## config.mk

```make
export PLATFORM = sky130hd
export DESIGN_NAME = lab_logic_inverse
export DESIGN_NICKNAME = d
export VERILOG_FILES = /design/src/rtl/lab_logic_inverse.sv
export SDC_FILE = /design/constraint.sdc
export NUM_CORES = 1
export LEC_CHECK = 0
export ABC_AREA = 1
export CORE_ASPECT_RATIO = 0.75
export CORE_UTILIZATION = 50
export CTS_CLUSTER_SIZE = 8
export DETAILED_ROUTE_END_ITERATION = 8
export MAX_ROUTING_LAYER = met4
export PLACE_DENSITY = 0.81
export SYNTH_ARGS = -nofsm -noshare
export SYNTH_HDL_FRONTEND = slang
export SYNTH_SLANG_ARGS = --single-unit
```

## constraint.sdc

```tcl
create_clock -name clk -period 1.95 [get_ports clk]
set_clock_uncertainty 0.05 [all_clocks]
set_input_delay 0.2925 -clock clk [delete_from_list [all_inputs] [get_ports clk]]
set_output_delay 0.2925 -clock clk [all_outputs]
set_load 0.05 [all_outputs]
```

## src/rtl/lab_logic_inverse.sv

```systemverilog
// Inverse solver for the lab function F(a,b,c) -> (x,y): given a target (x,y),
// streams every {a,b,c} in ascending order whose forward image equals the target.
module lab_logic_inverse #(
    parameter bit EMIT_ALL = 1'b1
) (
    input  logic       clk,
    input  logic       rst,
    input  logic       in_valid,
    output logic       in_ready,
    input  logic       x_in,
    input  logic       y_in,
    output logic       out_valid,
    input  logic       out_ready,
    output logic [2:0] abc_out,
    output logic       out_last,
    output logic       done,
    output logic [3:0] match_count,
    output logic       busy
);

    typedef enum logic [1:0] {IDLE, SCAN, EMIT, DONE} state_t;

    state_t      state_q, state_d;
    logic [2:0]  idx_q, idx_d;
    logic [7:0]  mask_q, mask_d;
    logic [3:0]  cnt_q, cnt_d;
    logic [7:0]  hit;
    logic [3:0]  hit_cnt;
    logic [7:0]  upper;
    logic        last_c;

    // Local copy of the forward function, evaluated for all eight input codes.
    genvar gi;
    generate
        for (gi = 0; gi < 8; gi++) begin : g_fwd
            localparam logic [2:0] ABC = 3'(gi);
            logic fa, fb, fc, fx, fy;
            assign fa = ABC[2];
            assign fb = ABC[1];
            assign fc = ABC[0];
            assign fx = ~fc ^ (fa | fb);
            assign fy = (fa | fb) & (~(fa & fb) ^ (fa | fb));
            assign hit[gi] = (fx == x_in) && (fy == y_in);
        end
    endgenerate

    always_comb begin
        hit_cnt = 4'd0;
        for (int i = 0; i < 8; i++) begin
            hit_cnt = hit_cnt + {3'd0, hit[i]};
        end
    end

    always_comb begin
        state_d = state_q;
        idx_d   = idx_q;
        mask_d  = mask_q;
        cnt_d   = cnt_q;
        upper   = mask_q >> idx_q;
        // Last beat when single-shot, or when no matching code remains above idx.
        last_c  = !EMIT_ALL || (upper[7:1] == 7'd0);
        case (state_q)
            IDLE: begin
                if (in_valid) begin
                    mask_d  = hit;
                    cnt_d   = hit_cnt;
                    idx_d   = 3'd0;
                    state_d = SCAN;
                end
            end
            SCAN: begin
                if (mask_q[idx_q]) begin
                    state_d = EMIT;
                end else if (idx_q == 3'd7) begin
                    state_d = DONE;
                end else begin
                    idx_d = idx_q + 3'd1;
                end
            end
            EMIT: begin
                if (out_ready) begin
                    if (last_c) begin
                        state_d = DONE;
                    end else begin
                        idx_d   = idx_q + 3'd1;
                        state_d = SCAN;
                    end
                end
            end
            DONE:    state_d = IDLE;
            default: state_d = IDLE;
        endcase
    end

    always_ff @(posedge clk) begin
        if (rst) begin
            state_q <= IDLE;
            idx_q   <= 3'd0;
            mask_q  <= 8'd0;
            cnt_q   <= 4'd0;
        end else begin
            state_q <= state_d;
            idx_q   <= idx_d;
            mask_q  <= mask_d;
            cnt_q   <= cnt_d;
        end
    end

    assign in_ready    = (state_q == IDLE) && !rst;
    assign out_valid   = (state_q == EMIT);
    assign abc_out     = out_valid ? idx_q : 3'd0;
    assign out_last    = out_valid && last_c;
    assign done        = (state_q == DONE);
    assign match_count = done ? cnt_q : 4'd0;
    assign busy        = (state_q != IDLE);

endmodule
```

### Word level (Yosys, flattened, before mapping)

Index checks and enable logic that the tools add are counted.

* bits in registers: 17
* output and inout bits: 12

* $add $sub $neg: 8
* magnitude comparators: 1
* equal/unequal tests: 10
* shift operators: 1
* multiplexer cells: 16
* bitwise gates (word level): 2
* reductions and logical operators: 14

Operators with widths (number)
* 3-bit two-way mux: 6
* 4-bit by 1-bit adder with 4-bit output: 4
* 2-bit two-way mux: 5
* 3-bit one-hot mux with 3 select lines: 1
* 2-bit != test (second input constant): 4
* 2-bit one-hot mux with 4 select lines: 1
* 8-bit by 3-bit right shift with 8-bit output: 1
* 7-bit zero test: 1
* 1-bit logical AND: 6
* 6-bit AND reduction: 1
* 3-bit by 1-bit adder with 4-bit output: 1
* 2-bit equality test (second input constant): 2
* 3-bit by 4-bit less-than comparator with 1-bit output (second input constant): 1
* 4-bit two-way mux: 1
* 2-bit by 1-bit adder with 3-bit output: 1
* 3-bit by 1-bit adder with 3-bit output (second input constant): 1
* 1-bit binary-select mux with 3-bit select: 1
* 3-bit equality test (second input constant): 1
* 3-bit != test (second input constant): 1
* 3-bit AND reduction: 1
* 3-bit nonzero test: 1
* 1-bit by 1-bit adder with 2-bit output: 1
* 2-bit by 1-bit equality test with 1-bit output (second input constant): 1
* 2-bit zero test: 1
* 6 further kinds: 7

### Longest topological paths before layout

Gate-level depths: netlist of the first run.

* depth after elaboration: 9
* gate-level depth with buffers: 12
* depth with buffers taken out: 12

### Worst setup path after synthesis of the first run

OpenSTA, ideal clock, no wires.

* path type: flip-flop to flip-flop
* start: register state_q[0]
* end: register idx_q[0]
* library setup time: 110 ps
* arrival: 1896 ps
* setup slack: -106 ps
* cell stages (with the launch flop): 12
* period minus slack after synthesis: 2056 ps
* path through: dfxtp_1 -> inv_1 -> ha_1 -> nand3_1 -> nand2_1 -> inv_2 -> nor2_4 -> nor2_2 -> nand3_2 -> nand2_1 -> inv_1 -> nor2_1

* longest elaborated chain between the ends: 3

RTL lines
* from (decl): line 23 `state_t state_q, state_d;`
* from (signal assigned): line 102 `state_q <= state_d;`
* 2-bit equality test *
* net out_valid: line 12 `output logic out_valid,`
* 2-bit != test (no source line) (tied with other cells)
* 6-bit AND reduction (no source line)
* to (signal assigned): line 103 `idx_q <= idx_d;`
* to (decl): line 24 `logic [2:0] idx_q, idx_d;`

The timed path passes the listed nets; every way through them passes the cells marked *.
A chain may end at the register's enable or synchronous reset.

### Worst setup path after layout of the first run

* start: register state_q[0]
* end: output port out_last

* longest elaborated chain between the ends: 2

RTL lines
* 2-bit equality test: line 110 `assign out_valid = (state_q == EMIT);`
* 1-bit logical AND: line 112 `assign out_last = out_valid && last_c;`
* to (decl): line 15 `output logic out_last,`

No other way between the ends.

==> results.cfg, run 1 <==
[worst_setup_path]
critPathMaxFanout = 7
worstSetupStartpointType = flop
crit_chain = inv_2, ha_4, nand3_1, nand2_1, inv_2, nor2_4, buf_12
cp.arrival_ns = 1.54
crit_path_start = state_q[0]$_SDFFE_PP0P_
crit_buf_inv = 3
required_ns = 1.61
path_common_cell = inv_2
crit_family = flip-flops
r2r_start = state_q[0]$_SDFFE_PP0P_
critical_path_class = reg2out
slowest_delay_ns = 0.39
crit_slowest_cell = dfxtp_1
cp-end-kind = primary output

[logic_synthesis]
yosysUniqueCellTypes = 24
ys.warnings.count = 0
syn_nets = 160
synth-seq-area-share_pct = 27.6
netlist_area_um2 = 942
avgSynthCellArea_um2 = 6.50
ys_ff_latch = 13
syn_inst = 145

[timing]
rsz0062_at_grt = no
hold_viol = 0
fin_setup_tns_ns = 0
whs_ns = 0.419
min_period_over_period_pct = 96.5
fmax_ghz = 0.532
fin_crit_ns = 1.88
slew_violations = 0
setup_viol = 0

[route]
vias = 1010
drc = 0
drtIter0Drc = 33
wire_per_inst_um = 13.1
first_pass_iters = 4
viasPerCell = 5.23
drt-total-wl_um = 2520
drtAntennaViolNets = 0

[global_routing]
grt_max_degree = 12
track_usage_pct = 26.0
grt.busiest_layer = met2
antenna_found_initial = 0
grt_util_met2_pct = 49.4
grt_overflow = 0
gr-usage-met1_pct = 26.1
grt_use_met3_pct = 8.14
grt_pass1_wl_um = 3580
grt_pass1_vias = 865

[cells_and_area]
antenna_cells = 0
fillers = 125
layout_common_cells = nand2_1 (41), inv_1 (22), dfxtp_1 (12), buf_12 (12), nand3_1 (10)
final_common_cell = nand2_1
drive_gt1_share_pct = 24.0
seq_area_um2 = 262
multi_input_area_um2 = 587
syn_to_final_growth_pct = 43.6
fin_nets = 187

[cts]
cts_made_buffers = 3
clkTransAtPathRegs_ns = 0.09
htreeDepth = 1
postCtsSetupRepairBufs = 0
cts_sinks = 13
clk_path_buf_depth = 2
postCtsHoldBufs = 0
clock_latency_ns = 0.29
cts_root_buf = clkbuf_4
cts_tree = built

[outcome]
status = completed

[die]
coreArea_um2 = 1760
dieArea_um2 = 2060
fp.dieW_um = 52.1
core.rowCount = 13
ioPinCount = 18
start_util_pct = 53.6
die_h_um = 39.6

[placement]
port_buffers = 17
place_hpwl_um = 1910
gp_congestion = 0.859

[pwr]
p_per_area_nw_per_um2 = 1250
p_leak_nw = 0.721
ir_worst_vdd_mv = 0.866
power.total_w = 0.00169

[job]
cap_violations = 0

[hold_path]
hp-class = in2reg
hold_start = y_in
[worst paths after layout]
check             cells after the start  slack (ns)                endpoint
setup / recovery                      7        0.07                out_last
hold reg to reg                       2        0.43   cnt_q[3]$_SDFFE_PP0P_
setup reg to reg                     11        0.17   idx_q[2]$_SDFFE_PP0P_
hold / removal                        3        0.42  mask_q[6]$_SDFFE_PP0P_
[registers in the layout, summed over array words and instances, names as in the netlist]
| register | count |
|---|---|
| mask_q | 4 |
| cnt_q | 4 |
| idx_q | 3 |
| state_q | 2 |
[metal layers]
layer,vias up,share of wire [%]
li1,508,-
met1,466,43
met2,30,51
met3,6,4.1
met4,0,1.8
met5,-,0
[where the power goes]
part | switching [W] | internal (W)
combinational | 0.000642 | 0.000413
sequential | 0.000115 | 0.000349
clock | 0.0000997 | 0.0000763
total | 0.000856 | 0.000839
[cell families (layout without fill, tap and decap cells)]
group	Yosys count	count (layout)	share of synthesized area, %
AO/OA/AOI/OAI	18	18	10.5
flip-flops	13	13	27.6
AND/OR/NAND/NOR	73	73	35.9
adder cells (fa/ha/maj)	9	9	12.7
buffers and inverters	30	56	12.0
other	1	1	0.398
XOR/XNOR	1	1	0.930
[area by class of cell]
class | instances | area share, %
well taps | 22 | 2.04
multi-input cells | 102 | 43.4
clock buffers | 3 | 1.67
clock inverters | 1 | 0.370
flip-flops and latches | 13 | 19.3
repair buffers | 23 | 25.2
inverters | 29 | 8.05
[worst register-to-register path, stage by stage, from the launching register on]
cell	delay [ns]
dfxtp_1	0.46
inv_2	0.10
ha_1	0.24
inv_2	0.10
o22ai_1	0.09
inv_2	0.10
nand2_1	0.07
nor2_2	0.17
nand3_2	0.13
nand2_1	0.07
inv_1	0.04
nor2_1	0.09
[synth_stat cells, drive strengths merged]
library cell | number | area (um2)
dfxtp | 13 | 260
nand2 | 44 | 178
nor2 | 12 | 55.1
fa | 1 | 20.0
a21o | 1 | 7.51
xnor2 | 1 | 8.76
conb | 1 | 3.75
ha | 8 | 100
o21ai | 6 | 30.0
clkbuf | 1 | 3.75
inv | 29 | 109
nand4 | 4 | 25.0
o21bai | 1 | 7.51
o22ai | 1 | 6.26
a21oi | 8 | 40.0
a211oi | 1 | 7.51
nand3 | 13 | 80.1
[timing repair]
action,in CTS,in global routing
setup endpoints to repair,3,6
gates resized for setup,2,5
hold endpoints to repair,0,0
pin swaps,1,1
[per-stage QoR]
step	std cells	setup WS, ns	cell area [um2]	utilization (%)
2_1_floorplan	145	0.0905	945	-
3_3_place_gp	189	-0.223	1300	74.2
3_5_place_dp	189	-0.361	1300	74.2
4_1_cts	193	-0.0102	1340	76.5
5_1_grt	193	0.00192	1350	77.0
6_report	193	0.0691	1350	77.0
No activity file was read; power rests on OpenSTA's default activity.
==> run 2: changes to the inputs <==
CTS_BUF_LIST = sky130_fd_sc_hd__clkbuf_4 sky130_fd_sc_hd__clkbuf_8 sky130_fd_sc_hd__clkbuf_16   (was unset)
==> results of run 2 <==
Same layout as run 1: the final DEF is identical, and so are final timing and power.
==> run 3: changes to the inputs <==
ABC_CLOCK_PERIOD_IN_PS = 1950   (was unset)
==> results of run 3 <==
Same layout as run 1: the final DEF is identical, and so are final timing and power.
